`src/rtl/ser_pkg.sv`:
```
// Shared definitions for the serial-arithmetic blocks: default frame width
// and the deserializer state encoding.
package ser_pkg;

  localparam int SER_WIDTH = 16;

  typedef enum logic [1:0] {
    IDLE  = 2'd0,
    SHIFT = 2'd1,
    HOLD  = 2'd2
  } deser_state_t;

endpackage

```
`src/rtl/sum_deser_if.sv`:
```
// Serial-sum in / parallel-result out bundle for sum_deser.
// Optional macro SUM_DESER_CARRY_EN adds carry_in / result_carry.
interface sum_deser_if #(
  parameter int WIDTH = ser_pkg::SER_WIDTH
);

  logic             mode;
  logic             sum_in;
  logic             result_ack;
  logic [WIDTH-1:0] result;
  logic             result_valid;
  logic             overrun;
`ifdef SUM_DESER_CARRY_EN
  logic             carry_in;
  logic             result_carry;
`endif

`ifdef SUM_DESER_CARRY_EN
  modport master (
    output mode, sum_in, result_ack, carry_in,
    input  result, result_valid, overrun, result_carry
  );
  modport slave (
    input  mode, sum_in, result_ack, carry_in,
    output result, result_valid, overrun, result_carry
  );
`else
  modport master (
    output mode, sum_in, result_ack,
    input  result, result_valid, overrun
  );
  modport slave (
    input  mode, sum_in, result_ack,
    output result, result_valid, overrun
  );
`endif

endinterface

```
`src/rtl/ser_bit_counter.sv`:
```
// Bit position counter 0..WIDTH-1 with synchronous clear and wrap on terminal
// count. Shared by the serial adder and the sum deserializer.
module ser_bit_counter #(
  parameter  int WIDTH = ser_pkg::SER_WIDTH,
  localparam int CW    = (WIDTH > 1) ? $clog2(WIDTH) : 1
) (
  input  logic          clk,
  input  logic          reset,
  input  logic          clear,
  input  logic          enable,
  output logic [CW-1:0] count,
  output logic          terminal
);

  logic [CW-1:0] count_reg;

  assign count    = count_reg;
  assign terminal = (count_reg == CW'(WIDTH - 1));

  // Count enabled cycles; clear wins over enable, terminal count wraps to 0.
  always_ff @(posedge clk) begin
    if (reset || clear) begin
      count_reg <= '0;
    end else if (enable) begin
      count_reg <= terminal ? '0 : count_reg + 1'b1;
    end
  end

endmodule

```
`src/rtl/sum_deser.sv`:
```
// sum_deser: collects an LSB-first serial sum into a parallel result with a
// valid/ack handshake and a sticky overrun flag.
// Optional macro SUM_DESER_CARRY_EN captures the upstream final carry too.
module sum_deser
  import ser_pkg::*;
#(
  parameter int WIDTH = SER_WIDTH
) (
  input logic        clk,
  input logic        reset,
  sum_deser_if.slave bus
);

  localparam int CW = (WIDTH > 1) ? $clog2(WIDTH) : 1;

  deser_state_t     state_reg;
  logic [WIDTH-1:0] shift_reg;
  logic [WIDTH-1:0] result_reg;
  logic             valid_reg;
  logic             overrun_reg;
  logic [CW-1:0]    bit_count;
  logic             bit_last;
  logic             sample;
  logic             complete;
  logic [WIDTH-1:0] shift_next;

  // A sample happens on any shift cycle unless a finished frame is being held.
  assign sample     = !bus.mode && (state_reg != HOLD);
  assign complete   = sample && bit_last;
  assign shift_next = {bus.sum_in, shift_reg[WIDTH-1:1]};

  // mode=1 restarts bit numbering regardless of state.
  ser_bit_counter #(
    .WIDTH (WIDTH)
  ) u_bit_counter (
    .clk      (clk),
    .reset    (reset),
    .clear    (bus.mode),
    .enable   (sample),
    .count    (bit_count),
    .terminal (bit_last)
  );

  // Frame FSM plus result/valid/overrun registers.
  always_ff @(posedge clk) begin
    if (reset) begin
      state_reg   <= IDLE;
      shift_reg   <= '0;
      result_reg  <= '0;
      valid_reg   <= 1'b0;
      overrun_reg <= 1'b0;
    end else begin
      if (bus.mode) begin
        // Partial frames are dropped silently; outputs keep their values.
        state_reg <= IDLE;
      end else if (sample) begin
        shift_reg <= shift_next;
        state_reg <= bit_last ? HOLD : SHIFT;
      end

      if (complete) begin
        result_reg <= shift_next;
        valid_reg  <= 1'b1;
        // An ack on the completion edge consumes the old frame, so no overrun.
        if (valid_reg && !bus.result_ack) begin
          overrun_reg <= 1'b1;
        end
      end else if (bus.result_ack) begin
        valid_reg <= 1'b0;
      end
    end
  end

  assign bus.result       = result_reg;
  assign bus.result_valid = valid_reg;
  assign bus.overrun      = overrun_reg;

`ifdef SUM_DESER_CARRY_EN
  logic carry_reg;

  // Final carry follows exactly the same load rule as result.
  always_ff @(posedge clk) begin
    if (reset) begin
      carry_reg <= 1'b0;
    end else if (complete) begin
      carry_reg <= bus.carry_in;
    end
  end

  assign bus.result_carry = carry_reg;
`endif

  // Diagnostic only: the count is consumed via the terminal flag.
  logic unused_count;
  assign unused_count = ^bit_count;

endmodule

```
`src/flat_wrapper.sv`:
```
// flat-port wrapper written by rule: the top's interface ports become plain ports
module sum_deser_flat import ser_pkg::*;
#(
  parameter int WIDTH = SER_WIDTH
)
  (clk, reset, bus_mode, bus_sum_in, bus_result_ack, bus_result, bus_result_valid, bus_overrun);
  sum_deser_if #(.WIDTH(WIDTH)) bus_i ();
  input logic clk;
  input logic reset;
  input wire logic [$bits(bus_i.mode)-1:0] bus_mode;
  input wire logic [$bits(bus_i.sum_in)-1:0] bus_sum_in;
  input wire logic [$bits(bus_i.result_ack)-1:0] bus_result_ack;
  output wire logic [$bits(bus_i.result)-1:0] bus_result;
  output wire logic [$bits(bus_i.result_valid)-1:0] bus_result_valid;
  output wire logic [$bits(bus_i.overrun)-1:0] bus_overrun;
  assign bus_i.mode = bus_mode;
  assign bus_i.sum_in = bus_sum_in;
  assign bus_i.result_ack = bus_result_ack;
  assign bus_result = bus_i.result;
  assign bus_result_valid = bus_i.result_valid;
  assign bus_overrun = bus_i.overrun;
  sum_deser #(.WIDTH(WIDTH)) u_core (.clk(clk), .reset(reset), .bus(bus_i));
endmodule
```
`config.mk`:
```
export PLATFORM = sky130hd
export DESIGN_NAME = sum_deser_flat
export DESIGN_NICKNAME = d
export VERILOG_FILES = /design/src/rtl/ser_pkg.sv /design/src/rtl/sum_deser_if.sv /design/src/rtl/ser_bit_counter.sv /design/src/rtl/sum_deser.sv /design/src/flat_wrapper.sv
export SDC_FILE = /design/constraint.sdc
export NUM_CORES = 1
export LEC_CHECK = 0
export CELL_PAD_IN_SITES_DETAIL_PLACEMENT = 0
export CELL_PAD_IN_SITES_GLOBAL_PLACEMENT = 1
export CORE_ASPECT_RATIO = 1.5
export CORE_UTILIZATION = 36
export CTS_CLUSTER_SIZE = 10
export DETAILED_ROUTE_END_ITERATION = 6
export PLACE_DENSITY = 0.71
export SYNTH_ARGS = -nofsm -noshare
export SYNTH_HDL_FRONTEND = slang
export SYNTH_HIERARCHICAL = 1
export SYNTH_SLANG_ARGS = --single-unit
```
`constraint.sdc`:
```
create_clock -name clk -period 1.6 [get_ports clk]
set_clock_uncertainty 0.1 [all_clocks]
set_input_delay 0.32 -clock clk [delete_from_list [all_inputs] [get_ports clk]]
set_output_delay 0.32 -clock clk [all_outputs]
set_load 0.02 [all_outputs]
```
== Word-level counts from Yosys, hierarchy flattened ==
Index checks and enable logic that the tools add are counted.
Word-level totals
  bits in registers: 40
  input bits: 5
  output and inout bits: 18
Cells by class
  $add $sub $neg: 1
  reduce and logical (&&, ||, !) cells: 10
  muxes and demuxes: 4
  equal/unequal tests: 2
  bitwise gates (word level): 1
Operators with widths (number)
  4-bit by 1-bit adder with 4-bit output, second input constant: 1
  4-bit equality test, second input constant: 1
  4-bit 2-to-1 mux: 1
  2-bit AND reduction: 2
  1-bit logical AND: 3
  1-bit zero test: 2
  1-bit 2-to-1 mux: 2
  2-bit 2-to-1 mux: 1
  2-bit != test, second input constant: 1
  2-bit nonzero test: 1
  2-bit OR reduction: 1
  1-bit logical OR: 1
  1-bit inverter: 1

== Depth between registers and ports, before layout ==
Gate-level depths: netlist (run 1).
  depth in word-level cells: 4
  gate-level depth with buffers: 8
  depth with buffers taken out: 6

== Hierarchy ==
Netlist (run 1), hierarchy kept.
By module, submodules not included
  sum_deser: area each 1367.6 um2, times used 1, cells each 142
  ser_bit_counter: area each 180.2 um2, times used 1, cells each 19

== Worst setup path before layout (run 1) ==
No wires, ideal clock.
  path kind: reg-to-reg
  start: register u_core.u_bit_counter.count_reg[0], in the netlist u_core/u_bit_counter/count[0]
  end: register u_core.result_reg[10], in the netlist u_core/bus.result[10]
  required time: 1.430 ns
  slack: 0.138 ns
  stages on the path, launching flop included: 8
  period minus slack after synthesis: 1.462 ns
  arrival: 1.292 ns
  setup time: 0.070 ns
  path through: dfxtp_1 ha_1 and3_1 nor2b_1 buf_2 buf_6 nand3_1 a21oi_1
Between the ends
  longest elaborated chain between the ends: 2
Ends and longest elaborated chain
  from (decl): RTL line ser_bit_counter.sv:15  | logic [CW-1:0] count_reg;
  from (signal assigned): RTL line ser_bit_counter.sv:25  | count_reg <= terminal ? '0 : count_reg + 1'b1;
  4-bit equality test: RTL line ser_bit_counter.sv:18  | assign terminal = (count_reg == CW'(WIDTH - 1));
  net u_core.bit_last: RTL line sum_deser.sv:22  | logic bit_last;
  1-bit logical AND: RTL line sum_deser.sv:29  | assign complete = sample && bit_last;
  to (signal assigned): RTL line sum_deser.sv:62  | result_reg <= shift_next;
  to (decl): RTL line sum_deser.sv:18  | logic [WIDTH-1:0] result_reg;
The timed path passes the listed nets, and every way through them passes these cells.
A chain may end at the register's enable or synchronous reset.

== Worst setup path in the final report (run 1) ==
  start: register u_core.u_bit_counter.count_reg[1], in the netlist u_core/u_bit_counter/count[1]
  end: register u_core.overrun_reg, in the netlist u_core/bus.overrun
Between the ends
  longest elaborated chain between the ends: 3
Ends and longest elaborated chain
  4-bit equality test: RTL line ser_bit_counter.sv:18
  net u_core.bit_last: RTL line sum_deser.sv:22
  1-bit logical AND: RTL line sum_deser.sv:29
  2-bit AND reduction (no source line)
  to (signal assigned): RTL line sum_deser.sv:51  | overrun_reg <= 1'b0;
  to (signal assigned): RTL line sum_deser.sv:66  | overrun_reg <= 1'b1;
  to (decl): RTL line sum_deser.sv:20  | logic overrun_reg;
The timed path passes the listed nets, and every way through them passes these cells.

==> results of run 1 <==
final cells by class:
cell class / instances / area [µm²] / area share (%)
Timing Repair Buffer: 35 / 315 / 16.4
Inverter: 1 / 3.75 / 0.195
Clock buffer: 7 / 76.3 / 3.96
Clock inverter: 1 / 5.00 / 0.260
Multi-Input combinational cell: 108 / 688 / 35.7
Sequential cell: 39 / 782 / 40.6
Tap cell: 45 / 56.3 / 2.92
worst paths after layout:
path / startpoint / endpoint / slack (ns) / depth (start not counted)
min: u_core/shift_reg[10]$_SDFFE_PP0P_ / u_core/bus.result[9]$_SDFFE_PP0P_ / 0.37 / 2
min reg2reg: u_core/shift_reg[10]$_SDFFE_PP0P_ / u_core/bus.result[9]$_SDFFE_PP0P_ / 0.37 / 2
max: u_core/u_bit_counter/count[1]$_SDFFE_PP0P_ / u_core/bus.overrun$_SDFFE_PP0P_ / 0.08 / 6
max reg2reg: u_core/u_bit_counter/count[1]$_SDFFE_PP0P_ / u_core/bus.overrun$_SDFFE_PP0P_ / 0.08 / 6
power by group through the flow:
stage	Clock [µW]	Combinational, µW	Sequential [µW]
5_1_grt	692	87.7	980
4_1_cts	651	80.8	980
3_5_place_dp	0	79.9	1000
6_report	615	80.5	981
3_3_place_gp	0	79.2	1000
2_1_floorplan	0	52.3	1000
routing by layer:
metal | routed length [µm] | part of all wire, %
met5 | 0 | 0
met4 | 52 | 1.7
met3 | 142 | 4.7
met2 | 1580 | 52
met1 | 1270 | 42
through the flow:
stage / TNS (ns) / worst slack, ns / util [%] / instances
6_report: 0 / 0.0824 / 47.8 / 236
5_1_grt: -0.00985 / -0.00700 / 47.8 / 236
4_1_cts: 0 / 0.0124 / 47.5 / 236
3_5_place_dp: -1.52 / -0.110 / 45.7 / 228
3_3_place_gp: -1.01 / -0.0740 / 45.7 / 228
2_1_floorplan: 0 / 0.138 / - / 161
logic make-up after synthesis:
| family | after synthesis |
|---|---|
| and+or+nand+nor | 52 |
| DFF | 39 |
| AOI/OAI and AO/OA | 37 |
| muxes | 15 |
| buffers and inverters | 14 |
| xor gates and xnor gates | 3 |
| adders and majority gates | 1 |
worst max-delay path, cell delays in order (launching register included):
cell and delay, ns:
dfxtp_1 0.35, ha_1 0.18, and3_4 0.22, nor2b_4 0.17
buf_4 0.13, nand2_1 0.06, o31ai_1 0.22
cell usage in the layout, fill, tap and decap left out, types with 4 or more instances in the layout:
cell type,instances
o21ai_0,14
clkbuf_8,5
a21oi_1,16
dlygate4sd2_1,18
nand2b_1,19
nand3_1,16
dfxtp_1,38
nor2_1,4
mux2i_1,15
o21ai_1,5
buf_4,11
clkdlybuf4s50_1,4
repair_timing:
| item | in CTS | in global routing |
|---|---|---|
| resized for setup | 21 | 6 |
| pin swaps | 0 | 1 |
| setup endpoints to repair | 34 | 18 |
==> impl_results.md, run 1 <==
- Antenna Violating Nets Remaining: 0
- Mux cell area share after synthesis: 9.70%
- Post-Syn Area: 1550 µm²
- Met1 Use GR: 15.7%
- Grt ovf: 0
- Gr usage total: 14.9%
- Fill count: 395
- Final wirelength: 3050 µm
- H-tree Lvls: 2
- Register area share after synthesis: just over 50%
- Area growth syn-to-layout: 24.5%
- Count leader, synth: dfxtp_1
- Status: complete, no violations
- # hold bufs at CTS: 0
- Clock power frac: a little under two fifths
- Clock latency on the worst-skew pair: around 0.28 ns
- GR peak layer: met2
- IO buf count: 22
- Starting density of the core: 38.4%
- Largest register FFs: 16
- Die Y: 82.3 µm
- Wire length per cell: 12.9 µm
- Setup Fix Bufs, Post-CTS: 0
- Clk sinks: 39
- ANT cells: 0
- Sw Pwr: 351 µW
- Critical path data required time: 1.69 ns
- Fin area: 1930 µm²
- Clock Root Buffer: clkbuf_8
- Max VDD drop: 628 µV
- Internal Pwr Total: 1330 µW
- Row cnt: 28
- Compound-Gate Fraction of Synth Area: 12.1%
- Clk slew on worst S/H paths: 0.07 ns
- Area leader, netlist: dfxtp_1
- Post-synth EDFFs: 0
- DR vias: 1,217
- Gp weighted congestion: between 0.7 and 0.8
- Final setup fails: 0
- Max Fanout on Critical Path: 4
- #FFs+latches synth: 39
- Slew Limit Fails: 0
- Initial antenna violation count: 0
- Sequential power share: 58.5%
- Fin Hold WS: approximately 0.37 ns
- P_leak: 0.000793 µW
- Top cells by area, synth: dfxtp_1 50%, mux2i_1 9.7%, nand2b_1 7.7%
- Synth top area share: 50.4%
- Hold Path Class: reg -> reg
- Die ar.: ~4600 µm²
- Mean Syn Cell Area: 9.61 µm²
- Comb pwr share: 4.8%
- Post-Synth XOR/XNOR Area: between 1.5 and 2%
- Gate Count Post-Synth: between 150 and 200
- Post-Syn Nets: 167
- TritonCTS clock tree: built
- Dpl cell area: roughly 1800 µm²
- Vias per cell: 5.16
- Minimum clock period: 1.52 ns
- Fin crit share: 94.9%
- Post-synth top cells: 39 x dfxtp_1, 19 x nand2b_1, 17 x a21oi_1
- Ys async rst share: 0%
- Max-cap violation count: 0
- CP arrival: 1.61 ns
- Synth cell types: 24
- Post-DP HPWL: 2180 µm
- Final Hold Vio Count: 0
- Post-Synth Adder-Cell Area: 0.808%
- Synth Area in Simple Gates: between 10% and 20%
- Area of the core: about 4000 µm²
- Io pins: 23
- Relative slew slack: 84.7%
- Largest net degree at the start of global routing: 30
- Drt drc: 0
- CTS Buf Count: 5
- Met2 Use GR: a little over a quarter
- Synth warn: 6
- Nets: 196
- Iter 0 DRT Violations: 26
- CP endpoint kind: register
- Layout cells sized above 1: 13.6%
- Clock buffer depth: 2
- First drt pass iteration count: 4
- Most used DFF post-synth: dfxtp_1
- Main combinational cell family by area after synthesis: simple AND/OR/NAND/NOR gates
- Sw Ratio: 20.9%
- Critical path class: reg -> reg
- Vias in the first global route: 1,225
- Final Power: around 1700 µW
- Slew at the pin with the worst max-slew slack: 0.229 ns
- Fmax: 659 MHz
- First-pass GRT wire length: 5310 µm
- Pwr Density: 870 nW/µm²
- GR Layer Usage met3: 4.05%
- Chip width: between 50 and 60 µm
- Crit path launch type: register
(Power assumes the default switching activity.)
==> inputs of run 2 (changes only) <==
--- a/config.mk
+++ b/config.mk
@@ -12,6 +12,7 @@
 export CTS_CLUSTER_SIZE = 10
 export DETAILED_ROUTE_END_ITERATION = 6
 export PLACE_DENSITY = 0.71
+export SKIP_LAST_GASP = 1
 export SYNTH_ARGS = -nofsm -noshare
 export SYNTH_HDL_FRONTEND = slang
 export SYNTH_HIERARCHICAL = 1
==> results of run 2 <==
Final layout, timing and power as in run 1 (identical DEF).
